==> src/rtl/simon_pkg.sv <==
// simon_pkg: shared state codes, FSM enum, LFSR taps, level clamp and display patterns for the Simon game.
package simon_pkg;
  localparam logic [1:0] ST_READY = 2'b00;
  localparam logic [1:0] ST_GAME  = 2'b01;
  localparam logic [1:0] ST_USER  = 2'b10;
  localparam logic [1:0] ST_OVER  = 2'b11;
  typedef enum logic [2:0] {
    F_READY, F_SHOW_ON, F_SHOW_OFF, F_GAP, F_WAIT, F_HOLD, F_OVER
  } fsm_e;
  localparam logic [15:0] LFSR_TAPS = 16'hB400;
  // Active-low segment patterns {g,f,e,d,c,b,a} for digits 0-9.
  localparam logic [6:0] SEG_DIGIT [10] = '{
    7'b1000000, 7'b1111001, 7'b0100100, 7'b0110000, 7'b0011001,
    7'b0010010, 7'b0000010, 7'b1111000, 7'b0000000, 7'b0010000
  };
  function automatic logic [2:0] clamp_level(input logic [2:0] sw);
    return sw == 3'd0 ? 3'd1 : (sw > 3'd5 ? 3'd5 : sw);
  endfunction
endpackage

==> src/rtl/simon_lfsr.sv <==
// simon_lfsr: 16-bit Fibonacci LFSR; load advances from the seed so pad_o is element 0 right after a load.
module simon_lfsr
  import simon_pkg::*;
(
  input  logic        clk,
  input  logic        rst_n,
  input  logic        load_i,
  input  logic [15:0] seed_i,
  input  logic        step_i,
  output logic [1:0]  pad_o
);
  logic [15:0] s_q, s_d, src;
  always_comb begin
    src = load_i ? seed_i : s_q;
    s_d = (load_i || step_i) ? {src[14:0], ^(src & LFSR_TAPS)} : s_q;
  end
  always_ff @(posedge clk) begin
    if (!rst_n) s_q <= 16'h0001;
    else s_q <= s_d;
  end
  assign pad_o = s_q[1:0];
endmodule

==> src/rtl/simon_sequencer.sv <==
// simon_sequencer: Simon game control; plays back the LFSR sequence, checks key presses, tracks rounds to win/lose.
module simon_sequencer
  import simon_pkg::*;
#(
  parameter int MAX_LEN        = 16,
  parameter int BASE_ON_CYCLES = 25_000_000,
  parameter int TIMEOUT_CYCLES = 150_000_000
) (
  input  logic       CLOCK_50,
  input  logic       reset,
  input  logic [2:0] level_sw,
  input  logic       start,
  input  logic [3:0] key_n,
  output logic [1:0] state,
  output logic [2:0] level,
  output logic [3:0] color,
  output logic [4:0] round,
  output logic       win,
  output logic       lose
);
  fsm_e        fsm_q, fsm_d;
  logic [15:0] cnt_q, seed_q, seed_d, ld_seed;
  logic [3:0]  sync1_q, sync2_q, hold_q, hold_d, k, exp_k;
  logic [27:0] tmr_q, tmr_d, on_t, off_t;
  logic [4:0]  idx_q, idx_d, round_q, round_d;
  logic [2:0]  level_q, level_d;
  logic        win_q, win_d, lose_q, lose_d, load, step, more;
  logic [1:0]  pad;

  simon_lfsr u_lfsr (
    .clk(CLOCK_50), .rst_n(reset), .load_i(load), .seed_i(ld_seed), .step_i(step), .pad_o(pad)
  );

  assign k     = ~sync2_q;
  assign exp_k = 4'b0001 << pad;
  assign on_t  = 28'(BASE_ON_CYCLES) >> (level_q - 3'd1);
  assign off_t = on_t >> 1;
  assign more  = (idx_q + 5'd1) < round_q;

  always_comb begin
    fsm_d   = fsm_q;
    seed_d  = seed_q;
    ld_seed = seed_q;
    hold_d  = hold_q;
    tmr_d   = tmr_q + 28'd1;
    idx_d   = idx_q;
    round_d = round_q;
    level_d = level_q;
    win_d   = win_q;
    lose_d  = lose_q;
    load    = 1'b0;
    step    = 1'b0;
    case (fsm_q)
      F_READY, F_OVER: if (start) begin
        level_d = clamp_level(level_sw);
        seed_d  = cnt_q | 16'h0001;
        ld_seed = cnt_q | 16'h0001;
        load    = 1'b1;
        round_d = 5'd1;
        idx_d   = 5'd0;
        win_d   = 1'b0;
        lose_d  = 1'b0;
        tmr_d   = 28'd0;
        fsm_d   = F_SHOW_ON;
      end
      F_SHOW_ON: if (tmr_q == on_t - 28'd1) begin
        tmr_d = 28'd0;
        fsm_d = F_SHOW_OFF;
      end
      F_SHOW_OFF: if (tmr_q == off_t - 28'd1) begin
        tmr_d = 28'd0;
        step  = more;
        load  = !more;
        idx_d = more ? idx_q + 5'd1 : 5'd0;
        fsm_d = more ? F_SHOW_ON : F_WAIT;
      end
      F_GAP: if (tmr_q == off_t - 28'd1) begin
        tmr_d = 28'd0;
        fsm_d = F_SHOW_ON;
      end
      F_WAIT: begin
        if (k == 4'd0) begin
          if (tmr_q == 28'(TIMEOUT_CYCLES - 1)) begin
            lose_d = 1'b1;
            fsm_d  = F_OVER;
          end
        end else if ($onehot(k) && k == exp_k) begin
          hold_d = k;
          fsm_d  = F_HOLD;
        end else begin
          lose_d = 1'b1;
          fsm_d  = F_OVER;
        end
      end
      F_HOLD: if (k == 4'd0) begin
        tmr_d = 28'd0;
        if (more) begin
          step  = 1'b1;
          idx_d = idx_q + 5'd1;
          fsm_d = F_WAIT;
        end else if (round_q == 5'(MAX_LEN)) begin
          win_d = 1'b1;
          fsm_d = F_OVER;
        end else begin
          round_d = round_q + 5'd1;
          load    = 1'b1;
          idx_d   = 5'd0;
          fsm_d   = F_GAP;
        end
      end
      default: fsm_d = F_READY;
    endcase
  end

  always_ff @(posedge CLOCK_50) begin
    if (!reset) begin
      fsm_q   <= F_READY;
      cnt_q   <= 16'd0;
      sync1_q <= 4'hF;
      sync2_q <= 4'hF;
      seed_q  <= 16'd0;
      hold_q  <= 4'd0;
      tmr_q   <= 28'd0;
      idx_q   <= 5'd0;
      round_q <= 5'd0;
      level_q <= 3'd1;
      win_q   <= 1'b0;
      lose_q  <= 1'b0;
    end else begin
      fsm_q   <= fsm_d;
      cnt_q   <= cnt_q + 16'd1;
      sync1_q <= key_n;
      sync2_q <= sync1_q;
      seed_q  <= seed_d;
      hold_q  <= hold_d;
      tmr_q   <= tmr_d;
      idx_q   <= idx_d;
      round_q <= round_d;
      level_q <= level_d;
      win_q   <= win_d;
      lose_q  <= lose_d;
    end
  end

  assign state = fsm_q == F_READY ? ST_READY :
                 fsm_q == F_OVER  ? ST_OVER  :
                 (fsm_q == F_WAIT || fsm_q == F_HOLD) ? ST_USER : ST_GAME;
  assign color = fsm_q == F_SHOW_ON ? exp_k : (fsm_q == F_HOLD ? hold_q : 4'd0);
  assign round = round_q;
  assign level = level_q;
  assign win   = win_q;
  assign lose  = lose_q;
endmodule

==> config.mk <==
export PLATFORM = sky130hd
export DESIGN_NAME = simon_sequencer
export DESIGN_NICKNAME = d
export VERILOG_FILES = /design/src/rtl/simon_pkg.sv /design/src/rtl/simon_lfsr.sv /design/src/rtl/simon_sequencer.sv
export SDC_FILE = /design/constraint.sdc
export NUM_CORES = 1
export LEC_CHECK = 0
export CORE_UTILIZATION = 45
export DETAILED_ROUTE_END_ITERATION = 12
export GPL_ROUTABILITY_DRIVEN = 0
export MAX_ROUTING_LAYER = met4
export PLACE_DENSITY = 0.75
export SLEW_MARGIN = 10
export SYNTH_ARGS = -nofsm -noshare
export SYNTH_HDL_FRONTEND = slang
export SYNTH_SLANG_ARGS = --single-unit
==> constraint.sdc <==
create_clock -name CLOCK_50 -period 5.3 [get_ports CLOCK_50]
set_clock_uncertainty 0.1 [all_clocks]
set_input_delay 0.53 -clock CLOCK_50 [delete_from_list [all_inputs] [get_ports CLOCK_50]]
set_output_delay 0.53 -clock CLOCK_50 [all_outputs]
set_load 0.01 [all_outputs]
==> impl_results.md <==
* Outcome: complete, no violations
* Largest cells by area after synthesis: dfxtp_1, xnor2_1, nor2_1
* Most frequent cells in the layout: nor2_1, dfxtp_1, nand2_1
* Syn_nets at 848
* Mean Syn Cell Area at 8.201 um^2
* WL/cell at between 15 and 20 um
* Site row count at 44
* Post-CTS Setup Repair Bufs at 0
* Residual DRC at 0
* Ys async rst share at 0%
* Highest ir drop seen on vdd at 254.3 uV
* Final net count at 836
* Rel. slew slack at 46.76%
* Type of origin of the critical path: register
* CTS resizes at 0
* Via count at 5636
* Max Freq at 0.2125 GHz
* TritonCTS Buffers at 9
* Post-synth EDFFs at 0
* HPWL after DPL at 11290 um
* Power density cells at a little over 400 nW/um^2
* H-tree Lvls at 3
* Initial antenna violation count at 0
* Synth unique cells at between 70 and 80
* Die Area at 15290 um^2
* Starting Density at 45.99%
* Reg2reg path depth at 15
* IO buf count at 25
* Die width at 123.6 um
* Iter 0 DRT Violations at around 420
* First-pass GRT wire length at roughly 25000 um
* CP arrival at between 4000 and 5000 ps
* Worst-Margin Slew at 798.7 ps
* GRT Total Usage at ~22%
* DRT Pass-1 Iters at 5
* Netlist Area Pre-Place at 6659 um^2
* Final Cycle Share at a little under 90%
* Synth Flop Type: dfxtp_1
* Post-synthesis cell count at just over 800
* N_diodes at 0
* Hold path startpoint: sync1_q[3]
* Critical register-to-register path startpoint: level[0]
* Vias in the first global route at 5129
* Core box area at 14480 um^2
* Largest net degree at the start of global routing at 44
* Yosys reg bits at about 110
* RSZ-0062 raised after global routing: false
* Clock latency on the worst-skew pair at 350 ps
* Filler Cell Count at 1358
* Via density at 5.699
* Drt total wl at 15550 um
* Max FO, Critical Path at 43
* Leakage at 2.767 nW
* Synth area leader: dfxtp_1
* Remaining Overflow, GRT at 0
* Critical Path Sink Type: register
* Area growth, synth to finish at 9.113%
* CTS tree: built
* Antenna Violating Nets Remaining at 0
* Sink Count at 106
* HP Class: register to register
* CTS Hold Bufs at 0
* Clock period minus final worst setup slack at 4707 ps
* Most common cell after layout, fill and taps aside: nor2_1
* Worst-path clk slew at 70 ps
* Number of synthesis warnings at 0
* Post-synthesis sequential area ratio at 31.87%
* Top cell type's share of synthesized area at between 30% and 40%
* CTS root buf: clkbuf_16
* WS Path Type: register to register
* Worst Path Required at 5420 ps
* Final setup viols at 0
* Crit path from: level[0]
* Layout Utilization at 50.18%
* Final Hold Viols at 0
* Setup_tns at 0 ps
* Ports at 26
* Clk buf depth at 2
* Die height at 123.6 um
* Max-slew violation count at 0
* Max-cap violation count at 0
* Cells on Worst Hold Path at 1
* Layout cell share with drive strength beyond 1 at 5.466%
[cell families after synthesis]
logic type      synth area share (%)
xor+xnor                       12.33
mux                            3.777
fa+ha+maj                      4.998
simple gates                   25.99
flops                          31.87
compound gates                 15.50
buf+inv                        5.543
[power by group]
| part | switching [W] | internal, W | leakage (nW) |
|---|---|---|---|
| Clock | 0.000318 | 0.000376 | 0.149 |
| Sequential | 0.0000912 | 0.000848 | 0.859 |
| Combinational | 0.000793 | 0.000583 | 1.76 |
[routing by layer]
metal	track usage [%]	wire, um	vias to the layer above
li1	-	-	2820
met1	27.77	7162	2652
met2	35.87	7379	134
met3	3.388	633	30
met4	8.057	378	0
met5	-	0	-
[worst max-delay path, cell delays in order, from the launching register on]
cell	delay, ps
dfxtp_2	320
inv_1	130
ha_1	340
inv_1	120
ha_1	450
buf_12	250
or3_4	390
a2111oi_4	440
nand3_1	160
xnor2_1	230
nand4_1	130
or4b_4	580
a2111oi_2	410
nand2b_1	150
buf_4	280
nor2_1	90
[state kept, by name, indices dropped and copies added, names as in the netlist]
signal	count
u_lfsr.s_q	16
level	3
fsm_q	3
hold_q	4
cnt_q	16
sync2_q	4
idx_q	5
tmr_q	28
sync1_q	4
seed_q	16
round	5
lose	1
win	1
[worst paths after layout]
| path | end | slack, ps |
|---|---|---|
| setup / recovery | tmr_q[11] | 590 |
| hold / removal | sync2_q[3] | 310 |
| setup reg to reg | tmr_q[11] | 590 |
| hold reg to reg | sync2_q[3] | 310 |
[stage by stage]
step	cell area (um^2)	hold slack (ps)	worst slack (ps)	std cells	total power [W]
finish	7266	308.8	593.2	989	0.003009
detailed placement	6957	292.8	637.4	973	0.002310
global placement	6957	289.8	748.5	973	0.002297
CTS	7266	310.9	612.8	989	0.003003
floorplan	6663	286.3	50.09	812	0.002031
global route	7266	333.3	136.8	989	0.003185
[synth_stat cells, types with 5 or more instances]
library cell,number
and3_1,11
nor3b_1,7
a21oi_1,26
or2_2,5
nand2_1,63
a31oi_1,7
xor2_1,33
o31ai_1,7
o211ai_1,5
a21o_1,8
inv_1,27
nor4bb_1,5
and4_1,5
nand3_1,41
a32o_1,7
mux2i_1,24
and2_1,12
buf_1,9
o21ai_0,26
ha_1,25
dfxtp_1,106
nor3_1,7
or3_1,7
a22oi_1,7
nor2_1,106
clkbuf_1,39
nand2b_1,19
nor2b_1,14
a211oi_1,8
buf_2,5
xnor2_1,53
nand4_1,16
[area by class of cell]
class                   instances  area [um^2]  area share (%)
clock buffers                   9        225.2           3.100
well taps                     184        230.2           3.169
flip-flops and latches        106         2123           29.22
inverters                      28        105.1           1.447
repair buffers                 34        330.3           4.546
clock inverters                 7        83.83           1.154
multi-input cells             621         4168           57.36
(Power assumes the default switching activity.)
